**config.mk**
```make
export PLATFORM = sky130hd
export DESIGN_NAME = timer_dev
export DESIGN_NICKNAME = d
export VERILOG_FILES = /design/src/rtl/timer_dev.sv
export SDC_FILE = /design/constraint.sdc
export NUM_CORES = 1
export LEC_CHECK = 0
export CAP_MARGIN = 20
export CORE_UTILIZATION = 37
export CTS_CLUSTER_SIZE = 30
export DETAILED_ROUTE_END_ITERATION = 10
export PLACE_DENSITY = 0.74
export SLEW_MARGIN = 20
export SYNTH_ARGS = -nofsm -noshare
export SYNTH_HDL_FRONTEND = slang
export SYNTH_SLANG_ARGS = --single-unit
```
**constraint.sdc**
```tcl
create_clock -name clk -period 3.3 [get_ports clk]
set_clock_uncertainty 0.15 [all_clocks]
set_input_delay 0.99 -clock clk [delete_from_list [all_inputs] [get_ports clk]]
set_output_delay 0.99 -clock clk [all_outputs]
set_load 0.02 [all_outputs]
```
**src/rtl/timer_dev.sv**
```systemverilog
// timer_dev: memory-mapped countdown timer with one-shot/periodic modes and a maskable interrupt.
module timer_dev #(
    parameter logic [31:0] BASE = 32'h0000_7F00
) (
    input  logic        clk,
    input  logic        reset,
    input  logic [31:0] Addr,
    input  logic        WE,
    input  logic [31:0] DIN,
    output logic [31:0] DOUT,
    output logic        IRQ
);
    typedef enum logic [1:0] {IDLE, LOAD, CNT, INT} state_t;
    state_t state, state_nx;
    logic [3:0]  ctrl;
    logic [31:0] preset;
    logic [31:0] count;
    logic        irq_flag;
    logic        hit, wr_ctrl, wr_preset, en, periodic, zero;
    logic        unused_addr;
    assign unused_addr = ^Addr[1:0];
    assign hit       = Addr[31:4] == BASE[31:4];
    assign wr_ctrl   = WE && hit && Addr[3:2] == 2'd0;
    assign wr_preset = WE && hit && Addr[3:2] == 2'd1;
    assign en        = ctrl[0];
    assign periodic  = ctrl[2:1] == 2'b01;
    assign zero      = count == 32'd0;
    always_comb begin
        state_nx = (state == IDLE) ? (en ? LOAD : IDLE) :
                   (state == LOAD) ? CNT :
                   (state == CNT)  ? (!en ? IDLE : zero ? INT : CNT) :
                                     (periodic ? LOAD : IDLE);
    end
    always_ff @(posedge clk or negedge reset) begin
        if (!reset) begin
            state    <= IDLE;
            ctrl     <= 4'd0;
            preset   <= 32'd0;
            count    <= 32'd0;
            irq_flag <= 1'b0;
        end else begin
            state <= state_nx;
            // a CTRL write on the one-shot INT edge keeps the written En
            if (wr_ctrl)
                ctrl <= DIN[3:0];
            else if (state == INT && !periodic)
                ctrl[0] <= 1'b0;
            if (wr_preset)
                preset <= DIN;
            if (state == LOAD)
                count <= preset;
            else if (state == CNT && en && !zero)
                count <= count - 32'd1;
            if (wr_ctrl)
                irq_flag <= 1'b0;
            else if (state == CNT && en && zero)
                irq_flag <= 1'b1;
            else if (state == INT && periodic)
                irq_flag <= 1'b0;
        end
    end
    assign DOUT = (Addr[3:2] == 2'd0) ? {28'd0, ctrl} :
                  (Addr[3:2] == 2'd1) ? preset :
                  (Addr[3:2] == 2'd2) ? count : 32'd0;
    assign IRQ = ctrl[3] & irq_flag;
endmodule

```
# Yosys cells after proc, flatten, opt, wreduce, memory -nomap -nowiden
# Index checks and enable logic that the tools add are counted.
[word_totals]
word_cells = 48
regBits = 71
ramBits = 0
n_memories = 0
in_bits = 67
out_inout_bits = 33
latch_bits = 0
rom_bits = 0
[op_classes]
n_lt_le_gt_ge = 0
bitwise = 1
n_addsub = 1
reduce_logical = 16
eq_ne = 7
multipliers = 0
shifts = 0
div = 0
mux = 17
[op_table]
columns = ["cell", "n"]
rows = [
  ["two-way mux 32 bit", 5],
  ["zero test 32 bit", 1],
  ["subtractor 32 x 1 -> 32 bit (second input constant)", 1],
  ["equality test 28 x 11 -> 1 bit (second input constant)", 1],
  ["logical AND 1 bit", 8],
  ["two-way mux 1 bit", 8],
  ["two-way mux 2 bit", 4],
  ["equality test 2 x 1 -> 1 bit (second input constant)", 3],
  ["equality test 2 bit (second input constant)", 3],
  ["zero test 2 bit", 2],
  ["nonzero test 2 bit", 2],
  ["nonzero test 3 bit", 1],
  ["zero test 1 bit", 2],
  ["bitwise AND 1 bit", 1],
]

# Depth between registers and ports, before layout
[depth]
word_depth = 6
ltp_mapped = 8
ltp_nobuf = 7

# Worst setup path after synthesis
# Ideal clock, no wire load.
[synth_path]
path_type = "in2out"
startpoint = "in Addr[3]"
endpoint = "out DOUT[11]"
arrival_time_ns = 2.298
setup_slack_ns = -0.138
n_path_buf = 3
t_required_ns = 2.160
path_stages = 5
cell_sequence = "clkbuf_1 nor2b_1 clkbuf_1 clkbuf_1 a22o_1"
[synth_via]
elab_chain_len = 4
elab_cells_between_ends = 6
classes_between = "2 x eq/ne; 3 x mux; 1 x reduce/logical"
[synth_rtl]
columns = ["element", "line_no", "text"]
rows = [
  ["from (decl)", "7", "input logic [31:0] Addr,"],
  ["equality test 2 bit", "64", "(Addr[3:2] == 2'd2) ? count : 32'd0;"],
  ["two-way mux 32 bit", "64", ""],
  ["two-way mux 32 bit", "63", "(Addr[3:2] == 2'd1) ? preset :"],
  ["two-way mux 32 bit *", "62", "assign DOUT = (Addr[3:2] == 2'd0) ? {28'd0, ctrl} :"],
  ["to (decl)", "10", "output logic [31:0] DOUT,"],
]
# Every way passes the cells marked *; elsewhere a longest branch is shown, timed or not.

# Worst setup path in the final report
[layout_path]
startpoint = "in Addr[3]"
endpoint = "out DOUT[12]"
# Same word-level chain as after synthesis.

==> metrics.md <==
| Metric | Value |
|---|---|
| Crit-path slowest cell | dlygate4sd2_1 |
| Wirelength, routed | 11.15 mm |
| Critical Path RT | 2.16 ns |
| FF+latch count, synth | 71 |
| First-pass GRT wire length | 18.40 mm |
| Antenna fix cells | 0 |
| Cells after DPL | 631 |
| Register area share after synthesis | 44.13% |
| Post-synthesis async set-or-reset flop share | 100.0% |
| Clock Latency Late Sink | 0.36 ns |
| H-tree depth | 3 |
| Min-delay src | preset[22] |
| CTS tree | done |
| Ys flop type | dfrtp_1 |
| Crit Reg-Reg Startpoint | count[10] |
| 1st-pass router iterations | 4 |
| Post-DP HPWL | 7.700 mm |
| Setup WS post-layout | 0.04185 ns |
| Total Nets Final | 578 |
| Synthesis Warnings | 0 |
| Via density | 5.733 |
| Die X | 106.3 um |
| Hold WC Path Type | reg2reg |
| Total grt overflow | 0 |
| Antenna violations before repair | 0 |
| Worst path max stage delay | 0.28 ns |
| Wirelength per Cell | 17.13 um |
| Post-synth EDFFs | 0 |
| Leading area contributor after synthesis | dfrtp_1 |
| Full die area | 11300 um2 |
| Gpl congestion | 0.8814 |
| Post-Synthesis Cells | 405 |
| RSZ-0062 raised after global routing | false |
| Initial Util | 38.65% |
| Cell chosen for the clock root | clkbuf_8 |
| Initial DRC count | 268 |
| Syn avg cell area | 9.942 um2 |
| Synth area leaders | dfrtp_1, mux2_2, a22o_1 |
| CTS clk-pin slew, worst paths | 0.06 ns |
| Crit Path Category | in2out |
| Crit path max-delay family | buffers and inverters |
| Leak | 0.002592 uW |
| Distinct cells, synth | 46 |
| Syn Nets | 473 |
| Post-synth top area share | 44.13% |
| CTS Hold Buffers Added | 0 |
| GRT Total Usage | 20.85% |
| CTS Buffer Depth | 2 |
| Setup WS pre-CTS | -0.6106 ns |
| Slew margin rel. | 56.19% |
| I/O pin cnt | 100 |
| Vias in the first global route | 3801 |
| Status | finished clean |
| Final std cells w/o fill | 651 |
| Tcrit/Tclk final | 98.73% |
| Die H | 106.3 um |
| Startpoint types | input pin |
| I/O Buffers | 97 |
| Worst path cell trace | dlygate4sd2_1, nor2b_4, buf_4, buf_12, a22o_1, buf_2 |
| Setup Viol. Count Final | 0 |
| Clock Sinks | 71 |
| CTS buffer count | 9 |
| Maximum vdd ir drop | 0.1927 mV |
| # Max-Cap Violations | 0 |
| P&R area growth vs syn | 33.75% |
| Via count | 3732 |
| Fmax | 0.3069 GHz |
| Buf/Inv on CP | 4 |
| Worst path arrival time | 2.12 ns |
| Fin crit period | 3.258 ns |
| Syn Std Cell Area | 4026 um2 |
| Layout cells sized above 1 | 23.88% |
| Post-route ant nets | 0 |
| Worst slew pin tran | 0.6550 ns |
| Pwr dens | 322.8 nW/um2 |
| Critical path origin | Addr[3] |
| Pin count of the biggest net entering global routing | 33 |
| Setup crit end kind | output port |
| Synth cell count leaders | dfrtp_1, mux2_2, a22o_1, nand2_1, nor3_1 |
| Count leader, synth | dfrtp_1 |
| Max-slew violations | 0 |
| Critical path fanouts, max | 14 |
| DRC Markers | 0 |
| Fin. Hold Viols | 0 |
| Core Area | 10420 um2 |
| Cell Rows | 37 |
[worst register-to-register path, cell delays in order, from the launching register on]
cell and delay (ns):
dfrtp_1 0.45, or4_1 0.62, or4_4 0.62, or4_1 0.45, or3_1 0.32, a31oi_1 0.17
[placed cells by master, fill, tap and decap left out, types with 3 or more instances in the layout]
| cell type | count |
|---|---|
| buf_4 | 17 |
| clkdlybuf4s50_1 | 62 |
| or3_1 | 16 |
| a31oi_1 | 9 |
| mux2_2 | 36 |
| nor2_1 | 23 |
| inv_1 | 6 |
| nand3_1 | 11 |
| nand2_1 | 29 |
| mux2i_1 | 7 |
| nor2b_1 | 3 |
| o31ai_1 | 4 |
| buf_2 | 33 |
| nor4_1 | 13 |
| o21ai_0 | 15 |
| o32ai_1 | 7 |
| or4_1 | 17 |
| nor4b_1 | 3 |
| clkbuf_8 | 11 |
| or4_4 | 3 |
| buf_12 | 3 |
| nand4_1 | 4 |
| and3_1 | 5 |
| o211ai_1 | 4 |
| nor3_1 | 26 |
| dfrtp_1 | 71 |
| and2_1 | 4 |
| a21oi_1 | 4 |
| a22o_1 | 29 |
| or2_2 | 5 |
[sequential cells by signal (all words and copies together), names as in the netlist]
signal / cells
preset: 32
ctrl: 4
irq_flag: 1
count: 32
state: 2
[kinds of logic after synthesis]
family                   after synthesis  synth area share (%)
AO/OA/AOI/OAI                         85                 16.22
XOR/XNOR                               3                0.6527
adder cells (fa/ha/maj)                1                0.3107
buffers and inverters                 31                 3.138
flip-flops                            71                 44.13
multiplexers                          43                 11.81
AND/OR/NAND/NOR                      171                 23.74
[per-stage QoR]
stage	utilization, %	TNS [ns]	total power, uW	area, um2	hold slack (ns)
2_1_floorplan	-	0	903.7	4030	0.3179
3_3_place_gp	50.32	-23.29	1010	5241	0.3459
3_5_place_dp	50.32	-25.28	1012	5241	0.3593
4_1_cts	51.82	0	1757	5398	0.3741
5_1_grt	51.70	0	1804	5385	0.4051
6_report	51.70	0	1739	5385	0.3681
[what timing repair did]
action	in CTS	in global routing
cloned	2	0
pin swaps	0	0
gates resized for setup	135	3
setup buffers	2	0
endpoints found under the setup margin	32	3
[final cells by class]
type	count	area (um2)
multi-input combinational	303	2150
tap	136	170.2
timing repair buffer	119	1059
clock inverter	4	52.55
clock buffer	12	155.1
fill	934	5031
sequential	71	1777
inverter	6	22.52
[final timing paths]
| path | endpoint | slack, ns | cells after the start |
|---|---|---|---|
| setup / recovery | DOUT[12] | 0.04 | 6 |
| hold / removal | count[22] | 0.37 | 2 |
| setup reg to reg | count[29] | 0.44 | 5 |
| hold reg to reg | count[22] | 0.37 | 2 |
| max in group asynchronous | count[23] | 1.85 | 2 |
| min in group asynchronous | preset[11] | 0.42 | 1 |
[layer usage]
layer	vias up	share of wire [%]	GRT usage (%)
met3	21	5.6	5.457
met1	1821	43	25.96
met2	116	49	34.14
met4	0	2.2	8.730
li1	1774	-	-
met5	-	0	0
[power breakdown]
group	switching [uW]	leakage, uW	internal, uW	total (uW)
clock network	336	0.000107	393	729
registers	0.00104	0.000987	869	869
logic	51.0	0.00150	89.2	140
total	387	0.00259	1350	1740
(Power assumes the default switching activity.)
